## src/rtl/addr_generator.sv

```systemverilog
// addr_generator
//   Upstream stage of the Decoder. Takes one key per valid/ready handshake and
//   derives K bucket addresses by double hashing, one address per cycle. The K
//   addresses are presented packed on generated_addr and held until accepted.
//   Only one key is in flight at a time.
//
// Ports
//   clk             in   1         single clock, rising edge
//   rst             in   1         synchronous, active-high reset
//   in_valid        in   1         key on data_in is valid
//   in_ready        out  1         block can accept a key (IDLE only)
//   data_in         in   DATA_W    key to hash
//   out_valid       out  1         generated_addr is complete and stable
//   out_ready       in   1         consumer accepts generated_addr
//   generated_addr  out  K*BIT     address i in bits [BIT*(i+1)-1 -: BIT]
//   busy            out  1         high while a key is being processed or held
module addr_generator #(
  parameter int SIZE   = 8,
  parameter int K      = 4,
  parameter int BIT    = $clog2(SIZE),
  parameter int DATA_W = 12
) (
  input  logic                clk,
  input  logic                rst,
  input  logic                in_valid,
  output logic                in_ready,
  input  logic [DATA_W-1:0]   data_in,
  output logic                out_valid,
  input  logic                out_ready,
  output logic [K*BIT-1:0]    generated_addr,
  output logic                busy
);

  localparam int NCHUNK = DATA_W / BIT;
  localparam int CW     = (K > 1) ? $clog2(K) : 1;
  localparam logic [BIT:0]  SIZE_W = (BIT+1)'(SIZE);
  localparam logic [CW-1:0] LAST   = CW'(K - 1);

  typedef enum logic [1:0] {
    IDLE,
    SEED,
    GEN,
    DONE
  } state_t;

  state_t state, state_nxt;

  logic [DATA_W-1:0] key_q;
  logic [BIT-1:0]    h2_q;
  logic [BIT-1:0]    cur_q;
  logic [CW-1:0]     cnt_q;
  logic [BIT-1:0]    slots_q [K];

  logic [DATA_W-1:0] key_rev;
  logic [DATA_W-1:0] sh1, sh2;
  logic [BIT-1:0]    fold1, fold2;
  logic [BIT-1:0]    h1, h2;
  logic [BIT-1:0]    next_addr;

  // Inputs are always < 2*SIZE, so one conditional subtract reduces mod SIZE.
  function automatic logic [BIT-1:0] red(input logic [BIT:0] x);
    logic [BIT:0] r;
    r = (x >= SIZE_W) ? (x - SIZE_W) : x;
    return r[BIT-1:0];
  endfunction

  assign key_rev = {<<{key_q}};

  // Chunk folding walks the key by shifting so every select stays constant.
  always_comb begin
    fold1 = '0;
    fold2 = '0;
    sh1   = key_q;
    sh2   = key_rev;
    for (int unsigned c = 0; c < NCHUNK; c++) begin
      fold1 = fold1 ^ sh1[BIT-1:0];
      fold2 = fold2 ^ sh2[BIT-1:0];
      sh1   = sh1 >> BIT;
      sh2   = sh2 >> BIT;
    end
    h1 = red({1'b0, fold1});
    h2 = red({1'b0, fold2});
    if (h2 == '0) begin
      h2 = BIT'(1);
    end
    next_addr = red({1'b0, cur_q} + {1'b0, h2_q});
  end

  always_ff @(posedge clk) begin
    if (rst) begin
      state <= IDLE;
    end else begin
      state <= state_nxt;
    end
  end

  always_comb begin
    state_nxt = state;
    in_ready  = 1'b0;
    out_valid = 1'b0;
    busy      = 1'b1;
    case (state)
      IDLE: begin
        in_ready = 1'b1;
        busy     = 1'b0;
        if (in_valid) begin
          state_nxt = SEED;
        end
      end
      SEED: state_nxt = GEN;
      GEN: begin
        if (cnt_q == LAST) begin
          state_nxt = DONE;
        end
      end
      DONE: begin
        out_valid = 1'b1;
        if (out_ready) begin
          state_nxt = IDLE;
        end
      end
      default: state_nxt = IDLE;
    endcase
  end

  always_ff @(posedge clk) begin
    if (rst) begin
      key_q   <= '0;
      h2_q    <= '0;
      cur_q   <= '0;
      cnt_q   <= '0;
      slots_q <= '{default: '0};
    end else begin
      case (state)
        IDLE: begin
          if (in_valid) begin
            key_q   <= data_in;
            slots_q <= '{default: '0};
          end
        end
        SEED: begin
          h2_q  <= h2;
          cur_q <= h1;
          cnt_q <= '0;
        end
        GEN: begin
          slots_q[cnt_q] <= cur_q;
          cur_q          <= next_addr;
          cnt_q          <= cnt_q + 1'b1;
        end
        default: ;
      endcase
    end
  end

  for (genvar i = 0; i < K; i++) begin : g_pack
    assign generated_addr[i*BIT +: BIT] = slots_q[i];
  end

endmodule
```

## config.mk

```make
export PLATFORM = sky130hd
export DESIGN_NAME = addr_generator
export DESIGN_NICKNAME = d
export VERILOG_FILES = /design/src/rtl/addr_generator.sv
export SDC_FILE = /design/constraint.sdc
export NUM_CORES = 1
export LEC_CHECK = 0
export CAP_MARGIN = 20
export CORE_ASPECT_RATIO = 0.75
export CORE_MARGIN = 2
export CORE_UTILIZATION = 35
export CTS_BUF_LIST = sky130_fd_sc_hd__clkbuf_16
export DETAILED_ROUTE_END_ITERATION = 10
export MAX_ROUTING_LAYER = met4
export PLACE_DENSITY = 0.7
export SYNTH_ARGS = -nofsm -noshare
export SYNTH_HDL_FRONTEND = slang
export SYNTH_SLANG_ARGS = --single-unit
```

## constraint.sdc

```tcl
create_clock -name clk -period 4.2 [get_ports clk]
set_input_delay 1.26 -clock clk [delete_from_list [all_inputs] [get_ports clk]]
set_output_delay 1.26 -clock clk [all_outputs]
set_load 0.05 [all_outputs]
```

==> qor.yml, run 1 <==
cp_data_arrival_time_ps: 1900
clk_latency_ps: 280
place_hpwl_um: 2296
ctsHtreeMaxLevel: 2
grt_overflow_total: 0
post_cts_resized: 0
timing.slew.headroom: 0.6651
worst-r2r-setup-slack_ps: 2610
regToRegEndpoint: "cur_q[2]$_SDFFE_PP0P_"
max_freq_mhz: 316.8
synth.largest_area_cell: "sky130_fd_sc_hd__dfxtp_1"
reg2reg_from: "cur_q[0]$_SDFFE_PP0P_"
floorplan.initialDensity: 0.3726
post_route_cells_drive_above_1_share: 0.05825
end_of_flow_core_utilization: 0.4873
destination_of_the_worst_hold_path: "generated_addr[11]$_SDFFE_PP0P_"
worst_setup_hold_path_clk_slew_ps: 50
min_period_over_period: 0.7517
synth.area.top_cells: "sky130_fd_sc_hd__dfxtp_1, sky130_fd_sc_hd__ha_1, sky130_fd_sc_hd__nand2_1"
full_die_area_sq_um: 4976
wire_length_of_the_first_global_routing_pass_um: 5492
timing.hold.worst.start: "generated_addr[11]$_SDFFE_PP0P_"
critical-path-top-cell-by-count: "sky130_fd_sc_hd__inv_1"
critPathMaxFanout: 7
grt_antenna_before_repair: 0
worst_setup_path_end_kind: "output pin"
ctsLongestPathBuffers: 2
setup_viol: 0
core_area_sq_um: 4154
routed-via-count: 1291
tritoncts_clock_tree: "built"
most_used_flip_flop_cell_after_synthesis: "sky130_fd_sc_hd__dfxtp_1"
finalNetCount: 231
finalCriticalPeriod_ps: 3157
criticalPathCategory: "reg -> out"
fin_tns_setup_ps: 0
min_path_type: "reg -> reg"
layout.cells.non_filler: 261
die_x_um: 80.79
cell_with_the_most_instances_after_synthesis: "sky130_fd_sc_hd__dfxtp_1"
clock_tree.root_cell: "sky130_fd_sc_hd__clkbuf_16"
yosysUniqueCellTypes: 26
postCtsSetupBuffers: 0
globalplace.congestion: 0.7961
cpPeakStageDelay_ps: 790
synth_enable_flop_cells: 0
postCtsHoldBufs: 0
drt-vias-per-instance: 4.946
worst_hold_path.num_cells: 2
synth_async_sr_flop_share: 0
detail-route-antenna-nets: 0
synth.top_cell.area_share: 0.4398
synth_warnings: 0
grt_use_total: 0.1559
run_status: "completed"
detail_route.iter0.violations: 59
static-leakage-power_uw: 0.0007358
post_synth_inst_count: 176
synth_area_per_inst_sq_um: 8.794
remaining_drc_errors: 0
routed_wl_um: 3255
grt_pass1_vias: 1232
port_buffers: 30
cp_max_stage_cell: "sky130_fd_sc_hd__clkdlybuf4s50_1"
slew_violations: 0
timing.max_cap.violations: 0
worst_r2r_path_depth: 6
mappedNetlistArea_sq_um: 1548
worst_clock_skew_on_the_final_layout_ps: 4.582
crit_path_cell_trace: "inv_1 > ha_1 > inv_1 > clkdlybuf4s50_1"
cts.sinks: 34
required_ps: 2940
number_of_cells_in_the_design_after_placement: 253
synth.yosys.seq_area_share: 0.4398
worst_ir_drop_vdd_mv: 0.2603
rsz0062_at_grt: "false"
synth_commonest_cells: "sky130_fd_sc_hd__dfxtp_1, sky130_fd_sc_hd__nand2_1, sky130_fd_sc_hd__a21oi_1"
startpoint_type: "register"
syn_nets: 202
filler_cells_inserted: 415
power.density_cell_area_nw_per_um2: 635.0
die_h_um: 61.59
worst_slew_pin_slew_ps: 500.8
pin_count: 31
postSynthRegisterBits: 34
drt_first_pass_iters: 4
flow.area_growth_from_synthesis_pct: 30.80
hold_violation_count_in_the_final_report: 0
core.rowCount: 20
antennaDiodeCount: 0
pin_count_of_the_biggest_net_entering_global_routing: 24
cts_made_buffers: 5
post_drt_wl_per_cell_um: 12.47
==> power by group <==
part / switching (uW) / internal, uW / total [uW]
registers: 60.4 / 382 / 442
clock network: 127 / 214 / 341
logic: 304 / 198 / 502
==> area by class of cell <==
cell class                 count  area, sq um  share of cell area
tap                           55        68.82             0.03399
sequential                    34        680.7              0.3362
multi-input combinational    127        807.0              0.3986
inverter                       6        22.52             0.01112
clock buffer                   5        125.1             0.06180
timing repair buffer          31        307.8              0.1520
clock inverter                 3        12.51            0.006180
==> cells by family after synthesis <==
kind of cell / synth area share
compound gates: 0.1706
buf+inv: 0.03880
xor+xnor: 0.05659
mux: 0.02102
simple gates: 0.1876
flops: 0.4398
fa+ha+maj: 0.08569
==> critical path: cells and delay by family, from the launching register on <==
kind       cells  cell delay [ps]
buf+inv        3              950
flops          1              390
fa+ha+maj      1              280
==> layer usage <==
layer,vias to the layer above,global-route usage,routed length [um]
met5,-,-,0
met1,603,0.1871,1603
met3,5,0.06452,154
met4,0,0.08232,74
met2,23,0.2250,1423
li1,660,-,-
==> worst max path at each step <==
stage,end,cells past startpoint,from,slack [ps]
after floorplan,busy,3,state[0]$_SDFFE_PP0P_,1590
after global routing,busy,4,state[0]$_SDFFE_PP0P_,950
after global placement,busy,4,state[0]$_SDFFE_PP0P_,1370
after CTS,busy,4,state[0]$_SDFFE_PP0P_,1040
after detailed placement,busy,4,state[0]$_SDFFE_PP0P_,1340
final,busy,4,state[0]$_SDFFE_PP0P_,1040
==> registers in the layout, summed over array words and instances (netlist names) <==
name            count
h2_q                3
key_q              12
generated_addr     12
state               2
cnt_q               2
cur_q               3
==> cells in the final DEF, fill, tap and decap left out <==
master,synthesis,layout
sky130_fd_sc_hd__nand3_1,2,2
sky130_fd_sc_hd__fa_1,1,1
sky130_fd_sc_hd__nand4_1,3,3
sky130_fd_sc_hd__nand2b_1,7,7
sky130_fd_sc_hd__clkinv_1,0,1
sky130_fd_sc_hd__nand2_1,30,30
sky130_fd_sc_hd__clkbuf_16,0,5
sky130_fd_sc_hd__nand2b_2,1,1
sky130_fd_sc_hd__nor2b_1,1,1
sky130_fd_sc_hd__xor2_1,1,1
sky130_fd_sc_hd__a32oi_1,9,9
sky130_fd_sc_hd__a31oi_1,2,2
sky130_fd_sc_hd__clkdlybuf4s50_1,0,30
sky130_fd_sc_hd__o32ai_2,2,2
sky130_fd_sc_hd__xnor2_1,9,9
sky130_fd_sc_hd__inv_1,6,7
sky130_fd_sc_hd__ha_1,9,9
sky130_fd_sc_hd__buf_4,0,1
sky130_fd_sc_hd__nor2_1,16,16
sky130_fd_sc_hd__a21oi_1,19,19
sky130_fd_sc_hd__and2_1,4,4
sky130_fd_sc_hd__mux2_2,2,2
sky130_fd_sc_hd__mux2i_1,1,1
sky130_fd_sc_hd__o21ai_1,3,3
sky130_fd_sc_hd__clkinv_2,0,1
sky130_fd_sc_hd__a211oi_1,3,3
sky130_fd_sc_hd__dfxtp_1,34,34
sky130_fd_sc_hd__o211ai_1,1,1
sky130_fd_sc_hd__nor3_1,1,1
==> through the flow <==
| step | worst slack [ps] | total power [uW] | cell area, sq um | hold WS (ps) |
|---|---|---|---|---|
| 2_1_floorplan | 1585 | 826.6 | 1548 | 447.8 |
| 6_report | 1043 | 1286 | 2024 | 461.5 |
| 4_1_cts | 1039 | 1297 | 2024 | 466.6 |
| 3_5_place_dp | 1339 | 947.4 | 1887 | 448.4 |
| 5_1_grt | 954.4 | 1379 | 2024 | 485.1 |
| 3_3_place_gp | 1372 | 936.8 | 1887 | 444.6 |
Note: power is estimated with default switching activity, not from simulation.
==> run 2: changes to the inputs <==
Settings changed: PLACE_DENSITY 0.7 to 0.72.
Clock period 4.2 ns to 2.9 ns, I/O delays scaled along.
==> run 2 against run 1 <==
- clock skew fell by 2.3 ps
- highest routed layer unchanged
- design area rose by 0.37%
- power grew 45%
- hold slack lost 2.0 ps
- largest cell class unchanged
- core utilization increased by 0.18 points
- via count shrank 1.2%
==> qor.yml, run 2 (synthesized netlist as in run 1, its figures left out) <==
post_cts_resized: 0
detail-route-antenna-nets: 0
worst_hold_path.num_cells: 2
critPathMaxFanout: 7
cts_made_buffers: 5
post_drt_wl_per_cell_um: 12.37
worst_setup_path_end_kind: "output pin"
max_freq_mhz: 362.8
fin_tns_setup_ps: 0
startpoint_type: "register"
clk_latency_ps: 280
pin_count_of_the_biggest_net_entering_global_routing: 23
place_hpwl_um: 2332
critical_path.top_delay_family: "buffers and inverters"
worst-r2r-setup-slack_ps: 1300
destination_of_the_worst_hold_path: "generated_addr[11]$_SDFFE_PP0P_"
cpPeakStageDelay_ps: 790
finalPower_uw: 1867
port_buffers: 30
cts.sinks: 34
required_ps: 2030
slew_violations: 0
grt_use_total: 0.1614
crit_cells: 4
grt_pass1_vias: 1241
final_cell_mix: "sky130_fd_sc_hd__dfxtp_1, sky130_fd_sc_hd__nand2_1, sky130_fd_sc_hd__clkdlybuf4s50_1"
rsz0062_at_grt: "false"
timing.critical_path.buf_inv: 3
core.rowCount: 20
clock_tree.root_cell: "sky130_fd_sc_hd__clkbuf_16"
min_period_over_period: 0.9506
pre_cts_slack_ps: 427.6
worst_slew_pin_slew_ps: 501.7
routed-via-count: 1275
flow.area_growth_from_synthesis_pct: 31.29
cp_data_arrival_time_ps: 1890
ctsLongestPathBuffers: 2
crit_path_cell_trace: "inv_1 > ha_1 > inv_1 > clkdlybuf4s50_1"
hold_violation_count_in_the_final_report: 0
holdWs_ps: 459.5
min_path_type: "reg -> reg"
timing.hold.worst.start: "generated_addr[11]$_SDFFE_PP0P_"
postCtsHoldBufs: 0
drt_first_pass_iters: 4
regToRegEndpoint: "cur_q[2]$_SDFFE_PP0P_"
static-leakage-power_uw: 0.0007406
critical-path-top-cell-by-count: "sky130_fd_sc_hd__inv_1"
reg2reg_from: "cur_q[0]$_SDFFE_PP0P_"
die_h_um: 61.59
grt_overflow_total: 0
globalplace.congestion: 0.7731
core_area_sq_um: 4154
die_x_um: 80.79
routed_wl_um: 3242
wire_length_of_the_first_global_routing_pass_um: 5658
finalNetCount: 232
most_common_cell_after_layout_fill_and_taps_aside: "sky130_fd_sc_hd__dfxtp_1"
antennaDiodeCount: 0
finalCriticalPeriod_ps: 2757
grt_antenna_before_repair: 0
drt-vias-per-instance: 4.866
full_die_area_sq_um: 4976
setup_viol: 0
worst_ir_drop_vdd_mv: 0.5063
floorplan.initialDensity: 0.3726
run_status: "completed"
worst_r2r_path_depth: 6
power.density_cell_area_nw_per_um2: 918.9
ctsHtreeMaxLevel: 2
detail_route.iter0.violations: 100
cp_max_stage_cell: "sky130_fd_sc_hd__clkdlybuf4s50_1"
remaining_drc_errors: 0
tritoncts_clock_tree: "built"
criticalPathCategory: "reg -> out"
postCtsSetupBuffers: 0
worst_setup_hold_path_clk_slew_ps: 50
pin_count: 31
post_route_cells_drive_above_1_share: 0.06280
timing.slew.headroom: 0.6645
timing.max_cap.violations: 0
final.setup.worst_slack_ps: 143.4
worst_clock_skew_on_the_final_layout_ps: 2.242
==> run 2: worst max path at each step <==
stage | startpoint | endpoint | slack (ps)
global route | state[0]$_SDFFE_PP0P_ | busy | 70
detailed placement | state[0]$_SDFFE_PP0P_ | busy | 430
CTS | state[0]$_SDFFE_PP0P_ | busy | 140
finish | state[0]$_SDFFE_PP0P_ | busy | 140
global placement | state[0]$_SDFFE_PP0P_ | busy | 460
floorplan | state[0]$_SDFFE_PP0P_ | busy | 680
==> run 2: power by group <==
group / leakage, uW / switching (uW) / internal (uW)
Sequential: 0.000277 / 87.0 / 553
Combinational: 0.000391 / 440 / 288
Clock: 0.0000724 / 189 / 310
==> run 2: tightest hold or removal path, cell delays in order (launching register included) <==
cell and delay, ps:
sky130_fd_sc_hd__dfxtp_1 310, sky130_fd_sc_hd__nand2_1 50, sky130_fd_sc_hd__a21oi_1 50
==> run 2: final cells by class <==
class	count	area (sq um)
Timing Repair Buffer	32	315.3
Inverter	6	22.52
Clock buffer	5	125.1
Multi-Input combinational cell	127	807.0
Fill cell	417	2122
Sequential cell	34	680.7
Tap cell	55	68.82
Clock inverter	3	12.51
==> run 2: per-layer routing <==
layer / GRT usage / vias to the layer above / share of wire
li1: - / 665 / -
met1: 0.2066 / 582 / 0.53
met2: 0.2262 / 20 / 0.41
met3: 0.03959 / 8 / 0.031
met4: 0.1090 / 0 / 0.029
met5: - / - / 0
==> run 2: per-stage QoR <==
step / instances / instance area, sq um / utilization
after floorplan: 176 / 1548 / -
after global placement: 254 / 1894 / 0.4560
after detailed placement: 254 / 1894 / 0.4560
after CTS: 262 / 2032 / 0.4892
after global routing: 262 / 2032 / 0.4892
final: 262 / 2032 / 0.4892
==> run 3: changes to the inputs <==
Settings changed: CORE_MARGIN 2 to 1, PLACE_DENSITY 0.72 to 0.7, SLEW_MARGIN from default to 10.
Clock period 2.9 ns to 3.1 ns, I/O delays scaled along.
==> run 3 against run 2 <==
- clock-buffer cell count unchanged
- wire length shrank 4.6%
- setup slack better by 150 ps
- core utilization increased by 0.60 points
- global-route usage is 0.31 points lower
- sequential share of layout area down 0.41 points
==> qor.yml, run 3 (synthesized netlist as in run 1, its figures left out) <==
run_status: "completed"
port_buffers: 30
worst_r2r_path_depth: 6
grt_pass1_vias: 1181
post_cts_resized: 0
post_route_cells_drive_above_1_share: 0.06280
min_period_over_period: 0.9042
routed_wl_um: 3094
final.setup.worst_slack_ps: 296.9
timing.max_cap.violations: 0
layout.cells.non_filler: 262
grt_use_total: 0.1583
routed-via-count: 1272
ctsLongestPathBuffers: 2
remaining_drc_errors: 0
pin_count: 31
most_common_cell_after_layout_fill_and_taps_aside: "sky130_fd_sc_hd__dfxtp_1"
globalplace.congestion: 0.7758
worst_ir_drop_vdd_mv: 0.3627
worst_hold_path.num_cells: 2
flow.area_growth_from_synthesis_pct: 32.90
core_area_sq_um: 4154
critPathMaxFanout: 7
worst_setup_path_end_kind: "output pin"
cts.sinks: 34
worst_slew_pin_slew_ps: 503.3
grt_antenna_before_repair: 0
die_x_um: 78.79
rsz0062_at_grt: "false"
tritoncts_clock_tree: "built"
number_of_cells_in_the_design_after_placement: 254
hold_violation_count_in_the_final_report: 0
clk_latency_ps: 270
finalCriticalPeriod_ps: 2803
setup_viol: 0
die_h_um: 59.59
max_freq_mhz: 356.7
cp_data_arrival_time_ps: 1870
filler_cells_inserted: 436
cts_made_buffers: 5
pre_cts_slack_ps: 570.0
grt_overflow_total: 0
startpoint_type: "register"
required_ps: 2170
place_hpwl_um: 2220
fin_tns_setup_ps: 0
power.density_cell_area_nw_per_um2: 885.6
floorplan.initialDensity: 0.3726
detail-route-antenna-nets: 0
postCtsHoldBufs: 0
worst_clock_skew_on_the_final_layout_ps: 2.683
criticalPathCategory: "reg -> out"
slew_violations: 0
worst_setup_hold_path_clk_slew_ps: 50
detail_route.iter0.violations: 68
final_cell_mix: "sky130_fd_sc_hd__dfxtp_1, sky130_fd_sc_hd__nand2_1, sky130_fd_sc_hd__clkdlybuf4s50_1"
wire_length_of_the_first_global_routing_pass_um: 5347
drt-vias-per-instance: 4.855
postCtsSetupBuffers: 0
min_path_type: "reg -> reg"
core.rowCount: 20
full_die_area_sq_um: 4695
pin_count_of_the_biggest_net_entering_global_routing: 19
post_drt_wl_per_cell_um: 11.81
finalNetCount: 232
clock_tree.root_cell: "sky130_fd_sc_hd__clkbuf_16"
timing.slew.headroom: 0.6634
drt_first_pass_iters: 4
antennaDiodeCount: 0
ctsHtreeMaxLevel: 2
static-leakage-power_uw: 0.0007546
==> run 3: cell types whose count changed in the layout (fill, tap and decap cells not counted), sizes merged <==
cell,change
bufinv,+1
clkinv,-2
inv,+1
==> run 3: metal layers <==
layer  vias to the layer above  global-route usage  wire length (um)
li1                        664                   -                 -
met1                       583              0.2026              1681
met2                        20              0.2298              1242
met3                         5             0.04308               114
met4                         0             0.07937                56
met5                         -                   -                 0
==> run 3: where the power goes <==
part	total [uW]	switching (uW)	internal (uW)
clock	543	171	373
sequential	599	81.4	517
combinational	680	410	269
total	1820	662	1160
==> run 3: through the flow <==
| stage | util | total power, uW | cell area (sq um) | hold slack [ps] |
|---|---|---|---|---|
| after floorplan | - | 1120 | 1548 | 447.8 |
| after global placement | 0.4560 | 1270 | 1894 | 446.2 |
| after detailed placement | 0.4560 | 1278 | 1894 | 447.2 |
| after CTS | 0.4952 | 1832 | 2057 | 459.0 |
| after global routing | 0.4952 | 1946 | 2057 | 485.1 |
| final | 0.4952 | 1822 | 2057 | 455.4 |
==> run 3: layout make-up <==
class | count | area [sq um] | area share
clock buffers | 5 | 125.1 | 0.06083
multi-input cells | 127 | 807.0 | 0.3923
inverters | 6 | 22.52 | 0.01095
clock inverters | 3 | 37.54 | 0.01825
repair buffers | 32 | 315.3 | 0.1533
flip-flops and latches | 34 | 680.7 | 0.3309
well taps | 55 | 68.82 | 0.03346
==> run 3: worst max-delay path: stages, from the launching register on <==
cell                              delay [ps]
sky130_fd_sc_hd__dfxtp_1                 370
sky130_fd_sc_hd__inv_1                    80
sky130_fd_sc_hd__ha_1                    290
sky130_fd_sc_hd__inv_1                    80
sky130_fd_sc_hd__clkdlybuf4s50_1         790
==> run 3: final timing paths <==
path / startpoint / endpoint / slack (ps)
setup / recovery: state[0]$_SDFFE_PP0P_ / busy / 300
hold reg to reg: generated_addr[9]$_SDFFE_PP0P_ / generated_addr[9]$_SDFFE_PP0P_ / 460
hold / removal: generated_addr[9]$_SDFFE_PP0P_ / generated_addr[9]$_SDFFE_PP0P_ / 460
setup reg to reg: cur_q[0]$_SDFFE_PP0P_ / cur_q[2]$_SDFFE_PP0P_ / 1520
